`src/rtl/ysyx_25040111_arb_pkg.sv`:
```
// Shared types for the icache/LSU memory bus arbiter.
// State encoding, requester indices, response codes, latched request.
package ysyx_25040111_arb_pkg;

  typedef enum logic [2:0] {
    IDLE,
    RD_ADDR,
    RD_DATA,
    WR_REQ,
    WR_RESP
  } state_t;

  localparam int IDX_IC = 0;
  localparam int IDX_LS = 1;

  localparam logic [1:0] RESP_OKAY = 2'b00;

  typedef struct packed {
    logic [31:0] addr;
    logic [7:0]  len;
    logic [31:0] wdata;
    logic [3:0]  wstrb;
    logic        g;
  } req_t;

endpackage

```
`src/rtl/ysyx_25040111_rr2.sv`:
```
// Two-input round-robin picker.
// Ports: valid[1:0] requests, last = previous winner, grant one-hot.
module ysyx_25040111_rr2 (
  input  logic [1:0] valid,
  input  logic       last,
  output logic [1:0] grant
);

  // On a tie the winner is the index opposite the last grant.
  always_comb begin
    grant = 2'b00;
    if (valid == 2'b11)
      grant = last ? 2'b01 : 2'b10;
    else
      grant = valid;
  end

endmodule

```
`src/rtl/ysyx_25040111_mem_arb.sv`:
```
// Icache/LSU arbiter onto one AXI4-style master, one txn in flight.
// Ports: req_* from requesters, rsp_* back, m_* downstream AR/R/AW/W/B.
module ysyx_25040111_mem_arb
  import ysyx_25040111_arb_pkg::*;
(
  input  logic        clock,
  input  logic        reset,
  input  logic [1:0]  req_valid,
  output logic [1:0]  req_ready,
  input  logic [1:0]  req_write,
  input  logic [63:0] req_addr,
  input  logic [7:0]  req_len,
  input  logic [31:0] req_wdata,
  input  logic [3:0]  req_wstrb,
  output logic [1:0]  rsp_valid,
  output logic        rsp_err,
  output logic        m_arvalid,
  input  logic        m_arready,
  output logic [31:0] m_araddr,
  output logic [7:0]  m_arlen,
  input  logic        m_rvalid,
  output logic        m_rready,
  input  logic [31:0] m_rdata,
  input  logic [1:0]  m_rresp,
  input  logic        m_rlast,
  output logic        m_awvalid,
  input  logic        m_awready,
  output logic [31:0] m_awaddr,
  output logic        m_wvalid,
  input  logic        m_wready,
  output logic [31:0] m_wdata,
  output logic [3:0]  m_wstrb,
  input  logic        m_bvalid,
  output logic        m_bready,
  input  logic [1:0]  m_bresp
);

  state_t     state;
  req_t       req_q;
  logic       last_grant;
  logic [7:0] beat_cnt;
  logic       aw_done;
  logic       w_done;

  logic [1:0] grant;
  logic       accept;
  logic       sel_ls;
  logic       rd_beat;
  logic       wr_rsp;
  logic       len_bad;
  logic       aw_nx;
  logic       w_nx;

  // Read data goes straight to the requesters; the icache
  // never writes, so its write bit has no meaning here.
  logic unused_ok;
  assign unused_ok = &{1'b0, req_write[IDX_IC], m_rdata};

  ysyx_25040111_rr2 u_rr2 (
    .valid (req_valid),
    .last  (last_grant),
    .grant (grant)
  );

  // Gated by the reset net so nothing is offered while held.
  assign req_ready =
    (reset && state == IDLE) ? grant : 2'b00;
  assign accept = |(req_ready & req_valid);
  assign sel_ls = grant[IDX_LS];

  assign m_arvalid = (state == RD_ADDR);
  assign m_araddr  = req_q.addr;
  assign m_arlen   = req_q.len;
  assign m_rready  = (state == RD_DATA);
  assign m_awvalid = (state == WR_REQ) && !aw_done;
  assign m_wvalid  = (state == WR_REQ) && !w_done;
  assign m_awaddr  = req_q.addr;
  assign m_wdata   = req_q.wdata;
  assign m_wstrb   = req_q.wstrb;
  assign m_bready  = (state == WR_RESP);

  assign rd_beat = m_rready && m_rvalid;
  assign wr_rsp  = m_bready && m_bvalid;

  // A last beat arriving at the wrong count is flagged.
  assign len_bad = m_rlast && (beat_cnt != req_q.len);

  assign aw_nx = aw_done || m_awready;
  assign w_nx  = w_done || m_wready;

  always_comb begin
    rsp_valid = 2'b00;
    rsp_err   = 1'b0;
    if (rd_beat) begin
      rsp_valid[req_q.g] = 1'b1;
      rsp_err = (m_rresp != RESP_OKAY) || len_bad;
    end else if (wr_rsp) begin
      rsp_valid[IDX_LS] = 1'b1;
      rsp_err = (m_bresp != RESP_OKAY);
    end
  end

  always_ff @(posedge clock or negedge reset) begin
    if (!reset) begin
      state      <= IDLE;
      req_q      <= '0;
      last_grant <= 1'b0;
      beat_cnt   <= 8'd0;
      aw_done    <= 1'b0;
      w_done     <= 1'b0;
    end else begin
      unique case (state)
        IDLE: begin
          if (accept) begin
            req_q.addr  <= sel_ls ? req_addr[63:32]
                                  : req_addr[31:0];
            req_q.len   <= sel_ls ? 8'd0 : req_len;
            req_q.wdata <= req_wdata;
            req_q.wstrb <= req_wstrb;
            req_q.g     <= sel_ls;
            state <= (sel_ls && req_write[IDX_LS])
                     ? WR_REQ : RD_ADDR;
          end
        end
        RD_ADDR: begin
          if (m_arready) begin
            beat_cnt <= 8'd0;
            state    <= RD_DATA;
          end
        end
        RD_DATA: begin
          if (m_rvalid) begin
            beat_cnt <= beat_cnt + 8'd1;
            if (m_rlast) begin
              last_grant <= req_q.g;
              state      <= IDLE;
            end
          end
        end
        WR_REQ: begin
          // AW and W may finish in either order or together.
          if (aw_nx && w_nx) begin
            aw_done <= 1'b0;
            w_done  <= 1'b0;
            state   <= WR_RESP;
          end else begin
            aw_done <= aw_nx;
            w_done  <= w_nx;
          end
        end
        WR_RESP: begin
          if (m_bvalid) begin
            last_grant <= 1'b1;
            state      <= IDLE;
          end
        end
        default: state <= IDLE;
      endcase
    end
  end

endmodule
```
`config.mk`:
```
export PLATFORM = sky130hd
export DESIGN_NAME = ysyx_25040111_mem_arb
export DESIGN_NICKNAME = d
export VERILOG_FILES = /design/src/rtl/ysyx_25040111_arb_pkg.sv /design/src/rtl/ysyx_25040111_rr2.sv /design/src/rtl/ysyx_25040111_mem_arb.sv
export SDC_FILE = /design/constraint.sdc
export NUM_CORES = 1
export LEC_CHECK = 0
export ABC_AREA = 1
export CAP_MARGIN = 20
export CORE_MARGIN = 2
export CORE_UTILIZATION = 40
export DETAILED_ROUTE_END_ITERATION = 6
export PLACE_DENSITY = 0.82
export SETUP_SLACK_MARGIN = 0.02
export SYNTH_ARGS = -nofsm -noshare
export SYNTH_HDL_FRONTEND = slang
export SYNTH_SLANG_ARGS = --single-unit
```
`constraint.sdc`:
```
create_clock -name clock -period 1.85 [get_ports clock]
set_clock_uncertainty 0.2 [all_clocks]
set_input_delay 0.2775 -clock clock [delete_from_list [all_inputs] [get_ports clock]]
set_output_delay 0.2775 -clock clock [all_outputs]
set_load 0.01 [all_outputs]
```
==> results of run 1 <==
[routing by layer]
metal | vias up | wire [um] | GRT usage, %
met1 | 2242 | 6410 | 23.3
met4 | 0 | 247 | 6.82
met2 | 169 | 8430 | 36.0
met3 | 18 | 1080 | 4.36
met5 | - | 0 | 0
li1 | 2364 | - | -
[synthesized netlist by cell type, drive strengths merged]
library cell / count
nand3: 17
o21ai: 10
nand4: 4
xor2: 1
clkbuf: 10
nand2: 371
o21a: 1
buf: 120
or2: 1
a22o: 1
o21bai: 3
a21oi: 3
clkinv: 1
xnor2: 7
nor2: 15
inv: 27
o22ai: 1
ha: 1
o211ai: 1
dfrtp: 91
[path summary, 6_finish.rpt]
check                      depth (start not counted)                        to                    from
setup / recovery                                   7              req_ready[0]    state[0]$_DFFE_PN0P_
max in group asynchronous                          3  m_araddr[12]$_DFFE_PN0P_                   reset
min in group clock                                 5      req_q[0]$_DFFE_PN0P_                   reset
setup reg to reg                                  10   m_wdata[25]$_DFFE_PN0P_    state[0]$_DFFE_PN0P_
hold / removal                                     2    m_arlen[3]$_DFFE_PN0P_                   reset
hold reg to reg                                    2    m_wdata[2]$_DFFE_PN0P_  m_wdata[2]$_DFFE_PN0P_
[cell type report]
type                       count  area, um2
multi-input combinational    437       2360
inverter                      28        121
clock inverter                 4       73.8
tap                          172        215
timing repair inverter         1       8.76
sequential                    91       2280
clock buffer                  12        246
fill                         955       4020
timing repair buffer         314       3200
[registers in the layout, summed over array words and instances, names as in the netlist]
register,flops
m_wstrb,4
last_grant,1
beat_cnt,8
w_done,1
aw_done,1
m_arlen,8
m_araddr,32
state,3
m_wdata,32
req_q,1
[stage by stage]
stage	hold WS, ns	area, um2	setup WS [ns]	total power [W]
after floorplan	-0.218	5080	0.190	0.00715
after global placement	0.220	7190	-0.335	0.00911
after detailed placement	0.218	7190	-0.366	0.00924
after CTS	-0.143	7570	-0.154	0.0113
after global routing	-0.118	8500	-0.196	0.0134
final	-0.164	8500	-0.124	0.0126
[power by group]
part / total (W) / internal [W] / switching [W]
sequential: 0.00361 / 0.00286 / 0.000748
combinational: 0.00705 / 0.00381 / 0.00324
clock: 0.00197 / 0.00122 / 0.000753
[cells by family (layout without fill, tap and decap cells)]
logic type	Yosys count	count (layout)	synth area share (%)
and+or+nand+nor	408	408	30.9
buffers and inverters	158	359	20.1
DFF	91	91	44.8
AOI/OAI and AO/OA	20	20	2.54
xor gates and xnor gates	8	8	1.38
adders and majority gates	1	1	0.246
[timing repair]
item	CTS	global route
cloned	1	12
pin swaps	11	36
resized for setup	71	194
buffers inserted	4	8
setup endpoints to repair	69	85
hold endpoints to repair	42	42
==> results.py, run 1 <==
metrics = {
    "clock_tree": {
        "cts_tree": "yes",
        "cts.sinks": 91,
        "clk-insertion-delay-late_ns": 0.34,
        "root_buffer": "clkbuf_16",
        "cts_buffer_depth": 2,
        "cts.htree.levels": 3,
        "cts_made_buffers": 9,
        "clk_pin_slew_worst_paths_ns": 0.06,
    },
    "detailed_routing": {
        "route.detailed.drc": 0,
        "wire_per_inst_um": 15.3,
        "dr.pass1.iters": 4,
        "ant_nets": 0,
        "avgViaCountPerCell": 4.53,
        "vias": 4793,
        "drtIter0Drc": 264,
        "postRouteWirelength_um": 16200,
    },
    "layout": {
        "antenna_cells": 0,
        "post-route-util_pct": 67.9,
        "nets": 1039,
        "areaGrowthSynthToFinish_pct": 67.4,
        "final_cell_mix": "255 x nand2_1, 217 x clkdlybuf4s50_1, 89 x dfrtp_1, 76 x nand2_2, 50 x buf_4",
        "final_common_cell": "nand2_1",
        "fin_cells": 1059,
        "final_layout_size_suffix_gt1_share_pct": 27.4,
    },
    "status": {
        "status": "finished with violations",
        "violations": "negative hold slack, negative setup slack",
    },
    "global_routing": {
        "grt_pass1_wl_um": 21000,
        "grt_usage_pct": 19.9,
        "grt_pass1_vias": 4311,
        "grt_overflow": 0,
        "antenna_found_initial": 0,
        "grt_max_degree": 50,
    },
    "sta": {
        "post-route-worst-setup-slack_ns": -0.124,
        "timing.final.crit_share_pct": 107,
        "setup_viol": 58,
        "fmax_mhz": 507,
        "slew_headroom_pct": 57.6,
        "hold_violations": 42,
        "drv_slew": 0,
        "rsz0062_at_grt": "true",
        "tns_ns": -1.57,
        "tightest_slew_ns": 0.635,
        "min_period_ns": 1.97,
        "hold-worst-slack_ns": -0.164,
    },
    "placement": {
        "dp_hpwl_um": 10100,
        "dp_cells": 1019,
        "place_congestion": 0.834,
        "port_buffers": 240,
    },
    "setup_path": {
        "cp.required_ns": 1.37,
        "crit_chain": "nor2_4 -> buf_6 -> nand2_4 -> nor2_4 -> nand3_2 -> clkinv_2 -> buf_6",
        "critPathCaptureType": "output pin",
        "ff2ff_setup_slack_ns": -0.05,
        "crit_type": "reg -> out",
        "worstSetupStartpointType": "flop",
        "critical_path_buf_inv_count": 3,
        "slowest_delay_ns": 0.45,
        "crit_fanout": 3,
        "worstPathArrival_ns": 1.50,
        "cp_slowest_cell": "dfrtp_2",
        "path_delay_family": "flip-flops",
    },
    "logic_synthesis": {
        "netlist.area_leader.share_pct": 44.8,
        "ys_seq_area_share_pct": 44.8,
        "syn-num-nets": 843,
        "synth_warnings": 0,
        "synth_area_per_cell_um2": 7.40,
        "synth.cell_area_um2": 5080,
        "synth_area_leaders": "dfrtp_1 45%, nand2_1 27%, buf_4 17%",
        "ys_seq_elements": 91,
        "yosysTopAreaCell": "dfrtp_1",
        "synthCells": 686,
        "yosysUniqueCellTypes": 26,
    },
    "floorplan": {
        "die_h_um": 117,
        "dieWidth_um": 117,
        "core_um2": 12500,
        "num_rows": 41,
        "io_pins": 274,
        "dieArea_um2": 13600,
        "initial_utilization_pct": 40.6,
    },
    "pwr": {
        "vdd_drop_max_mv": 0.689,
        "leakage_nw": 4.38,
        "p_per_area_nw_per_um2": 1490,
    },
    "job": {
        "maxCapViolations": 0,
    },
    "worst_hold_path": {
        "min_path_type": "in -> async",
    },
}
Power figures use the tool's default switching activity.
==> inputs of run 2 (changes only) <==
--- a/config.mk
+++ b/config.mk
@@ -8,9 +8,9 @@
 export ABC_AREA = 1
 export CAP_MARGIN = 20
 export CORE_MARGIN = 2
-export CORE_UTILIZATION = 40
+export CORE_UTILIZATION = 36
 export DETAILED_ROUTE_END_ITERATION = 6
-export PLACE_DENSITY = 0.82
+export PLACE_DENSITY = 0.78
 export SETUP_SLACK_MARGIN = 0.02
 export SYNTH_ARGS = -nofsm -noshare
 export SYNTH_HDL_FRONTEND = slang
==> constraint.sdc (replaced) <==
create_clock -name clock -period 1.8 [get_ports clock]
set_clock_uncertainty 0.2 [all_clocks]
set_input_delay 0.27 -clock clock [delete_from_list [all_inputs] [get_ports clock]]
set_output_delay 0.27 -clock clock [all_outputs]
set_load 0.01 [all_outputs]
==> run 2 against run 1 <==
Net effect:
- the flow still finishes with violations (negative hold slack, negative setup slack)
- total power is 6.1% higher
- core utilization down 3.7 points
- wire length up 5.2%
- first-iteration DRC count decreased by 17%
- setup slack got worse by 0.057 ns
- critical path type unchanged
==> results.py, run 2 (synthesis results as in run 1) <==
metrics = {
    "layout": {
        "final_layout_size_suffix_gt1_share_pct": 28.8,
        "areaGrowthSynthToFinish_pct": 74.9,
        "stdcell_area_um2": 8880,
        "nets": 1056,
        "final_common_cell": "nand2_1",
        "antenna_cells": 0,
        "final_cell_mix": "252 x nand2_1, 158 x clkdlybuf4s50_1, 90 x nand2_2, 90 x dfrtp_1, 54 x buf_4",
        "fillers": 1111,
    },
    "pwr": {
        "finalPower_w": 0.0134,
        "p_per_area_nw_per_um2": 1510,
        "leakage_nw": 5.08,
        "vdd_drop_max_mv": 0.781,
    },
    "floorplan": {
        "dieWidth_um": 123,
        "die_h_um": 123,
        "io_pins": 274,
        "core_um2": 13800,
        "dieArea_um2": 15100,
        "initial_utilization_pct": 36.7,
        "num_rows": 43,
    },
    "detailed_routing": {
        "vias": 4936,
        "avgViaCountPerCell": 4.55,
        "dr.pass1.iters": 6,
        "drtIter0Drc": 220,
        "route.detailed.drc": 0,
        "ant_nets": 0,
        "wire_per_inst_um": 15.7,
        "postRouteWirelength_um": 17000,
    },
    "status": {
        "status": "finished with violations",
        "violations": "negative hold slack, negative setup slack",
    },
    "clock_tree": {
        "clk_pin_slew_worst_paths_ns": 0.07,
        "clk-insertion-delay-late_ns": 0.34,
        "cts.sinks": 91,
        "cts_buffer_depth": 2,
        "cts_made_buffers": 9,
        "cts_tree": "yes",
        "root_buffer": "clkbuf_16",
        "cts.htree.levels": 3,
    },
    "global_routing": {
        "grt_pass1_vias": 4418,
        "grt_max_degree": 47,
        "met3_usage_pct": 5.34,
        "grt_pass1_wl_um": 21200,
        "grt_usage_pct": 18.3,
        "grt_overflow": 0,
        "grtUsageMet1_pct": 21.3,
        "grt.busiest_layer": "met2",
        "grt_use_met2_pct": 31.5,
        "antenna_found_initial": 0,
    },
    "sta": {
        "setup_viol": 63,
        "drv_slew": 0,
        "hold-worst-slack_ns": -0.155,
        "tightest_slew_ns": 0.608,
        "min_period_ns": 1.98,
        "fmax_mhz": 505,
        "rsz0062_at_grt": "true",
        "timing.final.crit_share_pct": 110,
        "post-route-worst-setup-slack_ns": -0.181,
        "slew_headroom_pct": 59.5,
        "hold_violations": 45,
    },
    "setup_path": {
        "ff2ff_setup_slack_ns": -0.06,
        "slowest_delay_ns": 0.45,
        "cp.required_ns": 1.33,
        "worstSetupStartpointType": "flop",
        "critPathCaptureType": "output pin",
        "cp_slowest_cell": "dfrtp_2",
        "crit_chain": "nor2_4 -> nand2_2 -> nor2_2 -> o21ai_1 -> o21a_1 -> nand2_1 -> buf_2",
        "worstPathArrival_ns": 1.51,
        "crit_type": "reg -> out",
        "crit_fanout": 3,
        "reg2reg_depth": 10,
    },
    "placement": {
        "place_congestion": 0.858,
        "place_area_um2": 7210,
        "port_buffers": 240,
        "dp_hpwl_um": 10200,
    },
    "worst_hold_path": {
        "min_path_type": "in -> async",
    },
    "job": {
        "maxCapViolations": 0,
    },
}
## run 2: cell count changes in the layout (fill, tap and decap cells not counted), sizes merged
cell | before | now
buf | 77 | 86
bufinv | 2 | 3
clkbuf | 20 | 25
clkdlybuf4s15 | 0 | 1
clkdlybuf4s50 | 217 | 158
clkinv | 4 | 3
dlygate4sd2 | 8 | 20
dlymetal6s2s | 4 | 51
inv | 27 | 29
## run 2: worst paths after layout
kind,from,to
worst max-delay path,state[0]$_DFFE_PN0P_,rsp_err
worst min-delay path,reset,m_arlen[3]$_DFFE_PN0P_
worst max register to register,last_grant$_DFFE_PN0P_,m_araddr[4]$_DFFE_PN0P_
worst min register to register,m_wdata[21]$_DFFE_PN0P_,m_wdata[21]$_DFFE_PN0P_
max in group asynchronous,reset,state[0]$_DFFE_PN0P_
min in group clock,req_wdata[22],m_wdata[22]$_DFFE_PN0P_
## run 2: metrics by stage
step | std cells | setup slack (ns) | TNS (ns) | utilization [%] | hold slack (ns)
floorplan | 686 | 0.140 | 0 | - | -0.226
global placement | 1026 | -0.379 | -25.58 | 52.2 | 0.217
detailed placement | 1026 | -0.455 | -27.37 | 52.2 | 0.223
CTS | 1049 | -0.189 | -1.06 | 55.3 | -0.145
global route | 1084 | -0.262 | -9.42 | 64.2 | -0.111
finish | 1084 | -0.181 | -2.60 | 64.2 | -0.155
## run 2: layout make-up
cell class                      count  area (um2)  share of cell area [%]
Timing Repair Buffer              330        3590                    40.4
Tap cell                          180         225                    2.54
Clock inverter                      5         108                    1.21
Timing Repair inverter              2        20.0                   0.225
Inverter                           28         135                    1.52
Sequential cell                    91        2280                    25.7
Multi-Input combinational cell    437        2280                    25.7
Clock buffer                       11         243                    2.73
## run 2: routing by layer
layer  vias to the layer above  part of all wire, %  wire length [um]
met5                         -                    0                 0
met4                         0                  2.0               333
met3                        31                  6.5              1100
met2                       180                   52              8810
met1                      2323                   40              6750
li1                       2402                    -                 -
## run 2: worst max-delay path, delay by kind of cell (launching register included)
kind | cells | cell delay, ns
flops | 1 | 0.45
simple gates | 4 | 0.41
compound gates | 2 | 0.18
buf+inv | 1 | 0.14
## run 2: where the power goes
group | internal, W | leakage [nW] | switching [W] | total, W
logic | 0.00407 | 3.76 | 0.00344 | 0.00750
clock network | 0.00141 | 0.171 | 0.000818 | 0.00222
registers | 0.00294 | 1.16 | 0.000741 | 0.00368
## run 2: timing repair
action | CTS | global route
hold endpoints to repair | 45 | 45
setup endpoints to repair | 75 | 133
cloned | 0 | 21
setup buffers | 7 | 16
gates resized for setup | 85 | 235
pin swaps | 10 | 40
